==> src/rtl/spike_aer_encoder.sv <==
// Converts a per-timestep spike vector into a stream of AER words: one address
// per set bit (lowest index first), followed by an end-of-timestep marker.
module spike_aer_encoder #(
  parameter int unsigned N_NEURONS = 96,
  parameter int unsigned ADDR_W    = 7
) (
  input  logic                 clk,
  input  logic                 rst_n,
  input  logic                 ena,
  input  logic [N_NEURONS-1:0] spikes_in,
  input  logic                 spikes_valid,
  output logic                 spikes_ready,
  output logic [ADDR_W-1:0]    aer_addr,
  output logic                 aer_eot,
  output logic                 aer_valid,
  input  logic                 aer_ready,
  output logic [7:0]           ts_count
);

  localparam logic [1:0] S_IDLE = 2'd0;
  localparam logic [1:0] S_SCAN = 2'd1;
  localparam logic [1:0] S_EOT  = 2'd2;

  logic [1:0]           state_q, state_d;
  logic [N_NEURONS-1:0] pending_q, pending_d;
  logic [N_NEURONS-1:0] pending_rest;
  logic [7:0]           ts_count_q, ts_count_d;
  logic [ADDR_W-1:0]    low_idx;
  logic                 low_found;
  logic                 accept;
  logic                 word_fire;

  // Lowest set pending bit wins.
  always_comb begin
    low_idx   = '0;
    low_found = 1'b0;
    for (int unsigned i = 0; i < N_NEURONS; i++) begin
      if (pending_q[i] && !low_found) begin
        low_idx   = ADDR_W'(i);
        low_found = 1'b1;
      end
    end
  end

  // Clearing the lowest set bit without needing the encoder output.
  assign pending_rest = pending_q & (pending_q - N_NEURONS'(1));

  always_comb begin
    spikes_ready = rst_n & ena & (state_q == S_IDLE);
    aer_valid    = ena & ((state_q == S_SCAN) | (state_q == S_EOT));
    aer_eot      = (state_q == S_EOT);
    aer_addr     = '0;
    if (state_q == S_EOT) begin
      aer_addr = '1;
    end else if (state_q == S_SCAN) begin
      aer_addr = low_idx;
    end
  end

  assign accept    = spikes_valid & spikes_ready;
  assign word_fire = aer_valid & aer_ready;
  assign ts_count  = ts_count_q;

  always_comb begin
    state_d    = state_q;
    pending_d  = pending_q;
    ts_count_d = ts_count_q;
    case (state_q)
      S_IDLE: begin
        if (accept) begin
          pending_d = spikes_in;
          state_d   = (|spikes_in) ? S_SCAN : S_EOT;
        end
      end
      S_SCAN: begin
        if (pending_q == '0) begin
          state_d = S_EOT;
        end else if (word_fire) begin
          pending_d = pending_rest;
          if (pending_rest == '0) begin
            state_d = S_EOT;
          end
        end
      end
      S_EOT: begin
        if (word_fire) begin
          ts_count_d = ts_count_q + 8'd1;
          state_d    = S_IDLE;
        end
      end
      default: begin
        state_d   = S_IDLE;
        pending_d = '0;
      end
    endcase
  end

  always_ff @(posedge clk or negedge rst_n) begin
    if (!rst_n) begin
      state_q    <= S_IDLE;
      pending_q  <= '0;
      ts_count_q <= '0;
    end else begin
      state_q    <= state_d;
      pending_q  <= pending_d;
      ts_count_q <= ts_count_d;
    end
  end

endmodule

==> config.mk <==
export PLATFORM = sky130hd
export DESIGN_NAME = spike_aer_encoder
export DESIGN_NICKNAME = d
export VERILOG_FILES = /design/src/rtl/spike_aer_encoder.sv
export SDC_FILE = /design/constraint.sdc
export NUM_CORES = 1
export LEC_CHECK = 0
export ABC_AREA = 1
export BUFFER_PORTS_ARGS = -buffer_cell sky130_fd_sc_hd__buf_4
export CAP_MARGIN = 20
export CORE_ASPECT_RATIO = 1.1
export CORE_UTILIZATION = 45
export DETAILED_ROUTE_END_ITERATION = 7
export GPL_TIMING_DRIVEN = 0
export PLACE_DENSITY = 0.77
export SLEW_MARGIN = 20
export SYNTH_ARGS = -nofsm -noshare
export SYNTH_HDL_FRONTEND = slang
export SYNTH_SLANG_ARGS = --single-unit
==> constraint.sdc <==
create_clock -name clk -period 2.95 [get_ports clk]
set_input_delay 0.295 -clock clk [delete_from_list [all_inputs] [get_ports clk]]
set_output_delay 0.295 -clock clk [all_outputs]
set_load 0.005 [all_outputs]
==> results.json, run 1 <==
{
  "antenna_found_initial": 0,
  "tritoncts": "done",
  "htreeDepth": 3,
  "vdd_drop_max_uv": 728,
  "setup_violations": 104,
  "cts_buffers": 9,
  "globalRouteOverflowTotal": 0,
  "cp-end-kind": "primary output",
  "cts.clk_slew.worst_paths_ps": 80,
  "critPathRequiredTime_ps": 2650,
  "start_kind": "flop",
  "hold_path_class": "in2reg",
  "cp_max_fo": 4,
  "place_area_um2": 9710,
  "yosysSeqAreaShare_pct": 31.2,
  "clock_sink_count": 106,
  "cp.buffers_inverters": 4,
  "dp_slack_ps": -653,
  "io_pins": 119,
  "slowest_stage": "dfrtp_1",
  "synth_area_leaders": "dfrtp_1 (31%), nand2_1 (16%), o21ai_0 (7.4%)",
  "p_total_w": 0.0115,
  "viasPerCell": 5.82,
  "synth_cell_types": 52,
  "cp_top_family": "simple AND/OR/NAND/NOR gates",
  "num_vias": 10200,
  "p_leak_nw": 5.23,
  "yosys_most_used_dff": "dfrtp_1",
  "multi_input_comb_area_um2": 5310,
  "clock_latency_ps": 370,
  "ys_ff_latch": 106,
  "wirelength_mm": 32.7,
  "final_nets": 1601,
  "ys_top_cells_by_count": "nand2_1 (355), nor2_1 (154), inv_1 (152)",
  "rsz0062_at_grt": "true",
  "fin_skew_ps": 9.21,
  "grtUsageTotal_pct": 33.9,
  "setup_ws_ps": -744,
  "synth.top_cell.area_share_pct": 31.2,
  "drv_cap": 0,
  "path_class": "reg2out",
  "grt_pass1_wl_mm": 51.0,
  "hold_viol_final": 0,
  "grt_pass1_vias": 9722,
  "drive_gt1_share_pct": 24.5,
  "n_antenna_cell": 0,
  "core_um2": 18400,
  "ys_warn_count": 0,
  "layout_min_cycle_time_ps": 3690,
  "seq_area_um2": 2670,
  "dr.pass1.iters": 8,
  "drc": 0,
  "power.density_nw_per_um2": 1060,
  "violations": "negative setup slack",
  "syn_to_final_growth_pct": 28.1,
  "syn_inst": 1324,
  "synth_most_common_cell": "nand2_1",
  "syn-cell-area_um2": 8490,
  "die_area_um2": 19400,
  "slew_violations": 0,
  "post-synth-top-area-cell": "dfrtp_1",
  "synthArstFlopShare_pct": 100,
  "clockBufferDepth": 2,
  "grt_max_degree": 55,
  "drt_iter0_drc": 1091,
  "avgSynthCellArea_um2": 6.41,
  "design_area_um2": 10900,
  "status": "finished with violations",
  "gp_congestion": 0.974,
  "ant_nets": 0,
  "port_buffers": 118,
  "start_util_pct": 46.1,
  "tightestPinTransition_ps": 894,
  "row_count": 52,
  "fin_hold_ws_ps": 185,
  "die_w_um": 133,
  "synth-edff-count": 0,
  "nFillCells": 1757,
  "fmax_ghz": 0.271,
  "cp_common_cell": "nand2_1",
  "cts-root-buf": "clkbuf_16",
  "cpPeakStageDelay_ps": 400,
  "dp_hpwl_mm": 23.8,
  "worstPathArrival_ps": 3400,
  "die_h_um": 146,
  "wl_per_cell_um": 18.8,
  "timing.final.crit_share_pct": 125,
  "slew_headroom_pct": 38.8,
  "syn-num-nets": 1429
}
[placed cells by master, fill, tap and decap left out, types with 4 or more instances in the layout]
cell,synthesis,routed
o211ai_1,4,4
nand4_1,48,48
nor4_1,31,28
nand2_2,8,13
a21oi_1,35,33
o21ai_0,126,121
nand2_1,355,345
nor2_1,154,117
dfrtp_2,0,16
inv_2,31,32
xor2_1,7,7
a2bb2oi_1,9,8
o31ai_1,7,4
a32o_1,6,6
clkbuf_1,29,25
buf_4,0,162
o22ai_1,30,30
buf_6,0,10
nor2_2,14,33
ha_1,4,4
a22oi_1,8,8
clkbuf_16,0,10
o21ai_1,7,11
inv_1,152,149
nand3_1,48,46
nor2_4,13,31
nor3_1,25,23
dfrtp_1,106,90
nand2_4,7,12
[logic make-up (layout without fill, tap and decap cells)]
group,count (synthesis),after routing,synth area share [%]
flip-flops,106,106,31.2
buffers and inverters,230,407,10.4
multiplexers,1,1,0.133
AND/OR/NAND/NOR,717,717,38.7
adder cells (fa/ha/maj),4,4,0.589
XOR/XNOR,7,7,0.722
AO/OA/AOI/OAI,259,259,18.2
[tightest hold or removal path, delay by kind of cell]
kind,cells,cell delay [ps]
buffers and inverters,1,90
AND/OR/NAND/NOR,1,60
AO/OA/AOI/OAI,1,60
[power breakdown]
part	internal, W	switching, W
registers	0.00210	0.000814
clock network	0.000756	0.000640
logic	0.00250	0.00471
[metrics by stage]
stage                     std cells  TNS (ps)  util [%]
after CTS                      1734     -8040      57.8
after detailed placement       1686    -57350      52.7
after global placement         1685    -56870      52.6
final                          1744    -12180      59.1
after floorplan                1324         0         -
after global routing           1744    -28440      59.1
[flip-flops by register name, indices dropped and copies added (netlist names)]
signal	count
state_q	2
ts_count	8
pending_q	96
[final timing paths]
| kind | to | startpoint | cells after the start | slack (ps) |
|---|---|---|---|---|
| setup / recovery | aer_addr[0] | pending_q[5] | 29 | -740 |
| hold / removal | pending_q[0] | spikes_in[0] | 3 | 180 |
| setup reg to reg | state_q[1] | pending_q[5] | 19 | -530 |
| hold reg to reg | ts_count[7] | ts_count[7] | 1 | 480 |
| max in group asynchronous | pending_q[8] | rst_n | 3 | 1790 |
| min in group asynchronous | pending_q[67] | rst_n | 2 | 450 |
[cell type report]
type	count	share of cell area, %
Buffer	44	2.89
Clock buffer	9	2.07
Clock inverter	7	0.932
Inverter	185	6.44
Multi-Input combinational cell	988	48.8
Sequential cell	106	24.6
Tap cell	243	2.80
Timing Repair Buffer	162	11.5
[routing by layer]
metal / vias to the layer above / wire length [um] / global-route usage, %
met4: 0 / 1630 / 17.1
met2: 568 / 14900 / 53.7
li1: 4764 / - / -
met5: - / 0 / 0
met3: 117 / 3090 / 7.05
met1: 4701 / 13100 / 43.7
[repair_timing]
action	4_1_cts	5_1_grt
hold buffers	1	0
hold endpoints to repair	53	0
resized for setup	117	45
buffers inserted	31	11
endpoints found under the setup margin	105	105
pin swaps	23	13
Power figures use the tool's default switching activity.
==> run 2, diff against run 1 <==
SETUP_SLACK_MARGIN = 0.1   (was not set)
SLEW_MARGIN = not set   (was 20)
==> run 2 against run 1 <==
The run still ends with negative setup slack left. Flip-flop and latch count unchanged. Critical path depth down 11. Global-route usage up 1.1 points. Clock power down 14%. Non-clock buffer count up 27. Clock-buffer cell count up 1. Wire length up 4.2%. First-iteration DRC count up 3.3%. Register-to-register slack worse by 30 ps. Largest cell class unchanged. Highest routed layer unchanged.
==> results.json, run 2 (synthesis gave the netlist of run 1 again) <==
{
  "nFillCells": 1731,
  "row_count": 52,
  "die_w_um": 133,
  "port_buffers": 118,
  "slew_violations": 0,
  "drive_gt1_share_pct": 26.5,
  "ant_nets": 0,
  "viasPerCell": 5.88,
  "p_leak_nw": 5.37,
  "grt_max_degree": 83,
  "gp_congestion": 0.992,
  "rrSetupSlack_ps": -560,
  "rsz0062_at_grt": "true",
  "layout_commonest_cell": "nand2_1",
  "power.density_nw_per_um2": 1060,
  "cts_buffers": 9,
  "critPathRequiredTime_ps": 2650,
  "final_cell_mix": "nand2_1 (347), buf_4 (188), inv_1 (147)",
  "vdd_drop_max_uv": 838,
  "clock_sink_count": 106,
  "hold_path_class": "in2reg",
  "wirelength_mm": 34.1,
  "tritoncts": "done",
  "hold_viol_final": 0,
  "cts-root-buf": "clkbuf_16",
  "r2r-start": "pending_q[0]",
  "tns_ps": -27360,
  "grtUsageTotal_pct": 35.0,
  "fin_hold_ws_ps": 209,
  "violations": "negative setup slack",
  "worstPathArrival_ps": 3440,
  "instances_no_fill": 1772,
  "dp.cells": 1686,
  "clockBufferDepth": 2,
  "place_area_um2": 9750,
  "largest_register_ffs": 96,
  "min_to": "pending_q[0]",
  "r2r-end": "state_q[1]",
  "r2r_cells": 19,
  "tightestPinTransition_ps": 937,
  "fmax_ghz": 0.268,
  "drt_iter0_drc": 1127,
  "grt_pass1_vias": 9835,
  "layout_min_cycle_time_ps": 3730,
  "slew_headroom_pct": 37.5,
  "antenna_found_initial": 0,
  "setup_ws_ps": -784,
  "drv_cap": 0,
  "cts.clk_slew.worst_paths_ps": 80,
  "n_antenna_cell": 0,
  "cp-end-kind": "primary output",
  "core_um2": 18400,
  "start_kind": "flop",
  "cp_max_fo": 3,
  "dp_hpwl_mm": 24.4,
  "timing.final.crit_share_pct": 127,
  "status": "finished with violations",
  "setup_violations": 105,
  "htreeDepth": 3,
  "final_nets": 1629,
  "regMostFlops": "pending_q",
  "design_area_um2": 11100,
  "hold_start": "spikes_in[0]",
  "start_util_pct": 46.1,
  "clock_latency_ps": 370,
  "io_pins": 119,
  "die_area_um2": 19400,
  "path_class": "reg2out",
  "globalRouteOverflowTotal": 0,
  "holdPathStages": 3,
  "fin_skew_ps": 12.9,
  "dr.pass1.iters": 6,
  "grt_pass1_wl_mm": 52.2,
  "wl_per_cell_um": 19.2,
  "drc": 0,
  "syn_to_final_growth_pct": 30.8,
  "num_vias": 10400,
  "die_h_um": 146
}
-- run 2: cell count changes in the layout (fill, tap and decap cells not counted), moves of 4 or more --
| cell | change |
|---|---|
| buf_4 | +26 |
| nor2_2 | +6 |
| dfrtp_1 | +4 |
| dfrtp_2 | -4 |
| nor2_1 | -4 |
-- run 2: worst max path at each step --
stage / start / end / slack (ps)
global placement: pending_q[11] / aer_addr[2] / -780
finish: pending_q[6] / aer_addr[2] / -780
floorplan: pending_q[66] / state_q[1] / 110
global route: pending_q[15] / aer_addr[0] / -1020
detailed placement: pending_q[1] / aer_addr[4] / -700
CTS: pending_q[5] / aer_addr[0] / -750
-- run 2: layout make-up --
| type | count | area [um^2] | area share, % |
|---|---|---|---|
| Inverter | 185 | 704 | 6.34 |
| Tap cell | 243 | 304 | 2.74 |
| Multi-Input combinational cell | 988 | 5370 | 48.4 |
| Clock inverter | 6 | 40.0 | 0.360 |
| Timing Repair inverter | 1 | 6.26 | 0.0563 |
| Timing Repair Buffer | 189 | 1480 | 13.3 |
| Sequential cell | 106 | 2670 | 24.0 |
| Buffer | 44 | 307 | 2.76 |
| Clock buffer | 10 | 229 | 2.06 |
-- run 2: metrics by stage --
step / total power [W] / setup slack (ps) / utilization, %
floorplan: 0.00679 / 108 / -
global placement: 0.00890 / -775 / 52.8
detailed placement: 0.00899 / -700 / 52.9
CTS: 0.0109 / -749 / 58.0
global route: 0.0125 / -1020 / 60.3
finish: 0.0118 / -784 / 60.3
-- run 2: what timing repair did --
action                     CTS  global route
hold endpoints to repair    25             0
cloned                       0             3
hold buffers                 1             0
resized for setup           95            74
buffers inserted            47            20
setup endpoints to repair  105           105
pin swaps                   20            34
-- run 2: report_power, final --
part           switching (W)  internal, W  leakage [nW]  total, W
Clock               0.000620     0.000577         0.133   0.00120
Combinational        0.00491      0.00276          3.93   0.00767
Sequential          0.000823      0.00210          1.31   0.00292
-- run 2: metal layers --
layer	share of wire, %	vias to the layer above	track usage [%]
met5	0	-	0
met3	9.2	137	6.60
met1	40	4829	45.7
met4	5.7	0	19.1
met2	45	637	54.6
li1	-	4823	-
-- run 2: critical path: stages (launching register included) --
cell and delay (ps):
dfrtp_2 440, nor2_4 140, buf_4 110, buf_4 90
buf_4 100, buf_4 100, buf_4 90, buf_4 100
buf_4 90, a21oi_1 60, nor2_1 130, o211ai_1 150
nor3_2 320, nand3_2 140, a2111oi_4 370, o2111ai_2 190
a21oi_2 170, o21ai_0 110, buf_4 170
